`config.mk`:
```
export PLATFORM = sky130hd
export DESIGN_NAME = reg_file
export DESIGN_NICKNAME = d
export VERILOG_FILES = /design/src/rtl/reg_file_pkg.sv /design/src/rtl/reg_file.sv
export SDC_FILE = /design/constraint.sdc
export NUM_CORES = 2
export LEC_CHECK = 0
export CAP_MARGIN = 0
export CELL_PAD_IN_SITES_DETAIL_PLACEMENT = 1
export CELL_PAD_IN_SITES_GLOBAL_PLACEMENT = 1
export CORE_ASPECT_RATIO = 1.1
export CORE_MARGIN = 2
export CORE_UTILIZATION = 46
export DETAILED_ROUTE_END_ITERATION = 16
export PLACE_DENSITY_LB_ADDON = 0.05
export SLEW_MARGIN = 20
export SYNTH_ARGS = -nofsm -noshare
export SYNTH_HDL_FRONTEND = slang
export SYNTH_SLANG_ARGS = --single-unit
```
`constraint.sdc`:
```
create_clock -name clk -period 42 [get_ports clk]
set_clock_uncertainty 0.05 [all_clocks]
set_input_delay 4.2 -clock clk [delete_from_list [all_inputs] [get_ports clk]]
set_output_delay 4.2 -clock clk [all_outputs]
set_load 0.02 [all_outputs]
```
`src/rtl/reg_file_pkg.sv`:
```
// Shared register-file geometry, reused by the decoder and datapath.
// Index 0 is the architectural zero register and never holds state.
package reg_file_pkg;

   localparam int XLEN      = 32;
   localparam int NUM_REGS  = 32;
   localparam int REG_IDX_W = 5;

   typedef logic [XLEN-1:0]      word_t;
   typedef logic [REG_IDX_W-1:0] regIdx_t;

   function automatic logic isZeroReg(input regIdx_t idx);
      return idx == '0;
   endfunction

endpackage

```
`src/rtl/reg_file.sv`:
```
// Two combinational read ports, one clocked write port, x0 hardwired to zero.
// x1..x31 live in flops so reads stay combinational and reset clears them asynchronously.
module reg_file
   import reg_file_pkg::*;
(
   input  logic        clk,
   input  logic        reset,
   input  logic [4:0]  readA,
   input  logic [4:0]  readB,
   input  logic        writeEnC,
   input  logic [4:0]  writeC,
   input  logic [31:0] writeDataC,
   output logic [31:0] A,
   output logic [31:0] B
);

   word_t regs [1:NUM_REGS-1];
   logic  writeValid;

   assign writeValid = writeEnC && !isZeroReg(writeC);

   // Registers clear the moment reset rises, so reads see zero throughout reset.
   always_ff @(posedge clk or posedge reset) begin
      if (reset) begin
         for (int i = 1; i < NUM_REGS; i++) begin
            regs[i] <= '0;
         end
      end else begin
         for (int i = 1; i < NUM_REGS; i++) begin
            if (writeValid && writeC == REG_IDX_W'(i)) begin
               regs[i] <= writeDataC;
            end
         end
      end
   end

   // No write-to-read bypass: a register being written reads its old value until the edge.
   always_comb begin
      A = '0;
      B = '0;
      for (int i = 1; i < NUM_REGS; i++) begin
         if (readA == REG_IDX_W'(i)) begin
            A = regs[i];
         end
         if (readB == REG_IDX_W'(i)) begin
            B = regs[i];
         end
      end
   end

endmodule

```
# Word-level counts from Yosys, hierarchy flattened
# Cells that the tools add are included.
# word_totals
reg_bits,992
latch_bits,0
ram_bits,0
mem_bits_ro,0
inputBits,50
output_inout_bits,64
elab_cells,220
mem_count,0
# op_classes
n_addsub,0
mul,0
n_div,0
n_lt_le_gt_ge,0
eq_ne,93
n_shift,0
muxes,62
bitwise_logic,0
reduce_logical,34
# op_table
op,n
$mux W32,62
$eq A5 B5 Y1 const B,48
$eq A5 B4 Y1 const B,24
$eq A5 B3 Y1 const B,12
$logic_and A1 B1 Y1,32
$eq A5 B2 Y1 const B,6
$eq A5 B1 Y1 const B,3
$logic_not A5 Y1,1
$logic_not A1 Y1,1

# Logic depth before layout (Yosys ltp)
# logic_depth
word_depth,32
depth_mapped,11
depth_no_buf,7

# Least setup slack after synthesis
# No wires, ideal clock.
# synth_timing
path_type,input-to-output
startpoint,in readA[4]
endpoint,out A[18]
arrival_ns,6.095
path_slack_ns,31.655
path_stages,8
n_path_buf,1
path_cell_list,buf_4 or3_4 nor2_4 a21oi_1 a32o_1 a222oi_1 nor4_1 nor3_1
# synth_between
elab_chain_len,32
word_cells_on_any_way,62
# synth_rtl
item,line,source
"start, declared",reg_file.sv:8,"input logic [4:0] readA,"
$eq A5 B1 Y1,reg_file.sv:42,if (readA == REG_IDX_W'(i)) begin
$mux W32 (30 in a row),reg_file.sv:42,
$mux W32 (*),reg_file.sv:42,
"end, declared",reg_file.sv:13,"output logic [31:0] A,"
# Every way passes the cells marked *; elsewhere a longest branch is shown, timed or not.

# Worst setup path in the final report
# layout_timing
startpoint,in readA[2]
endpoint,out A[4]
# The elaborated chain is that of the path after synthesis.

==> impl_metrics.py <==
metrics = {
    "min_path": {
        "hold_path_depth": 1,
        "hold_path.class": "reg -> reg",
    },
    "die": {
        "initial_utilization": 0.464,
        "num_io_pins": 114,
        "die-area_um2": 124000,
        "rows": 133,
        "core_um2": 120000,
        "die_w_um": 335,
        "fp.dieH_um": 369,
    },
    "setup_path": {
        "critPathMaxStageDelay_ps": 770,
        "cp_max_fo": 34,
        "crit_type": "in -> out",
        "required_ps": 37750,
        "arrival_ps": 9230,
        "cp-start-kind": "primary input",
        "cp_top_family": "buffers and inverters",
        "cp.buffers_inverters": 4,
        "critical_path_depth": 11,
        "slowest_stage": "nor3_1",
        "cp_cell_sequence": "buf_4 -> buf_4 -> buf_4 -> nand2b_1 -> nor3_1 -> o21ai_0 -> a21o_1 -> o2111ai_1 -> a31oi_1 -> o31ai_1 -> clkdlybuf4s50_1",
        "worstSetupEndpointType": "output pin",
        "crit_top_cell": "buf_4",
        "reg2regPathDepth": 1,
    },
    "power": {
        "p_per_area_nw_per_um2": 47.5,
        "vdd_ir_drop_max_mv": 0.0347,
        "p_total_mw": 2.96,
        "leakage_nw": 26.4,
    },
    "layout": {
        "final_nets": 5251,
        "syn_to_final_growth_pct": 12.0,
        "largest_register_ffs": 992,
        "final_cell_mix": "1,022 x mux2_2, 992 x dfrtp_1, 394 x a21oi_1",
        "final_area_um2": 62200,
        "drive_gt1_frac": 0.294,
        "final_common_cell": "mux2_2",
        "final_util": 0.520,
        "regMostFlops": "regs",
        "reg.largest.list": "regs (992)",
        "fin_cells": 6859,
        "nFillCells": 12800,
    },
    "timing": {
        "period_minus_slack_ps": 13480,
        "slew_headroom": 0.0660,
        "finalCritPeriodShare": 0.321,
        "hold_viol": 0,
        "tns_ps": 0,
        "worst_pin_slew_ps": 1370,
        "slew_viol_final": 0,
        "final-setup-viol-count": 0,
        "timing.fmax_ghz": 0.0742,
        "holdWs_ps": 462,
        "rsz0062_at_grt": "no",
        "timing.final.ws_setup_ps": 28520,
    },
    "route": {
        "postRouteAntennaNets": 0,
        "drt_iter0_drc": 7510,
        "totalWireLength_um": 287000,
        "via_per_inst": 7.50,
        "wl_met2_um": 120000,
        "vias": 51400,
        "dr.max_layer_used": "met5",
        "drc_errors": 0,
        "dr.pass1.iters": 8,
        "wl_per_cell_um": 41.9,
        "wl_met3_um": 35400,
        "m1WireLength_um": 110000,
    },
    "clock_tree": {
        "cts.sinks": 992,
        "cts_buffers": 112,
        "cts_tree": "built",
        "clock_path_buffers": 3,
        "cts.repair.resized": 0,
        "clkTransAtPathRegs_ps": 60,
        "clockRootBuffer": "clkbuf_16",
        "clk_latency_ps": 750,
        "hold_buffers": 0,
        "htreeDepth": 3,
        "post_cts_buffers": 0,
    },
    "flow_run": {
        "max-cap-violations": 0,
    },
    "yosys": {
        "synth_nets": 5314,
        "async_flop_share": 1.00,
        "synth_cell_types": 83,
        "syn_inst": 5264,
        "synthFlopType": "dfrtp_1",
        "synth_edf_count": 0,
        "syn_avg_cell_area_um2": 10.6,
        "synth_seq_cells": 992,
        "yosys_warnings": 0,
        "synth_area_um2": 55600,
        "ys_seq_area_frac": 0.447,
    },
    "grt": {
        "grt_pass1_vias": 50900,
        "antenna_found_initial": 25,
        "track_usage": 0.456,
        "grt_pass1_wl_um": 402000,
        "grt_max_degree": 141,
        "gr-total-overflow": 0,
    },
    "placed_design": {
        "dp.cells": 6639,
        "dpl_cell_area_um2": 58300,
        "hpwl_um": 188000,
        "place_ws_ps": 28720,
        "place_congestion": 1.00,
        "place.port_buffers": 113,
    },
    "status": {
        "outcome": "complete, no violations",
    },
}
## power by group
group | total, mW | switching [mW] | internal (mW)
sequential | 1.33 | 0.182 | 1.14
clock | 1.06 | 0.441 | 0.617
combinational | 0.575 | 0.320 | 0.254
total | 2.96 | 0.944 | 2.01
## synth_stat cells, types with 59 or more instances
cell	instances	area, µm²
dfrtp_1	992	24800
o21ai_0	381	1910
nand2_1	269	1010
buf_1	60	225
o22ai_1	175	1090
mux2_2	1022	11500
nor3_1	74	370
nand3_1	63	315
clkbuf_1	220	826
nor2_1	298	1120
o221ai_1	79	692
a21oi_1	394	1970
a22oi_1	59	443
mux2i_1	188	1880
buf_2	199	996
## routing by layer
metal  up-vias  GRT usage
met5         -          0
met4        24      0.306
met3      1145      0.147
met2      3917      0.647
met1     26600      0.593
li1      19800          -
## worst paths after layout
check,end,start,slack [ps]
setup / recovery,A[4],readA[2],28520
max in group asynchronous,regs[3],reset,33620
setup reg to reg,regs[202],regs[202],41070
hold reg to reg,regs[470],regs[470],460
hold / removal,regs[470],regs[470],460
min in group asynchronous,regs[973],reset,3870
## layout make-up
cell class / count / area [µm²] / area share
multi-input combinational: 3742 / 28700 / 0.461
sequential: 992 / 24800 / 0.399
clock buffer: 167 / 3360 / 0.0539
timing repair buffer: 335 / 2840 / 0.0456
tap: 1552 / 1940 / 0.0312
clock inverter: 41 / 509 / 0.00818
inverter: 18 / 76.3 / 0.00123
antenna: 12 / 30.0 / 0.000482
## cells by family after synthesis
family	count (synthesis)	synth area share
compound gates	1609	0.185
buf+inv	530	0.0427
flops	992	0.447
mux	1235	0.250
simple gates	898	0.0751
Note: power is estimated with default switching activity, not from simulation.
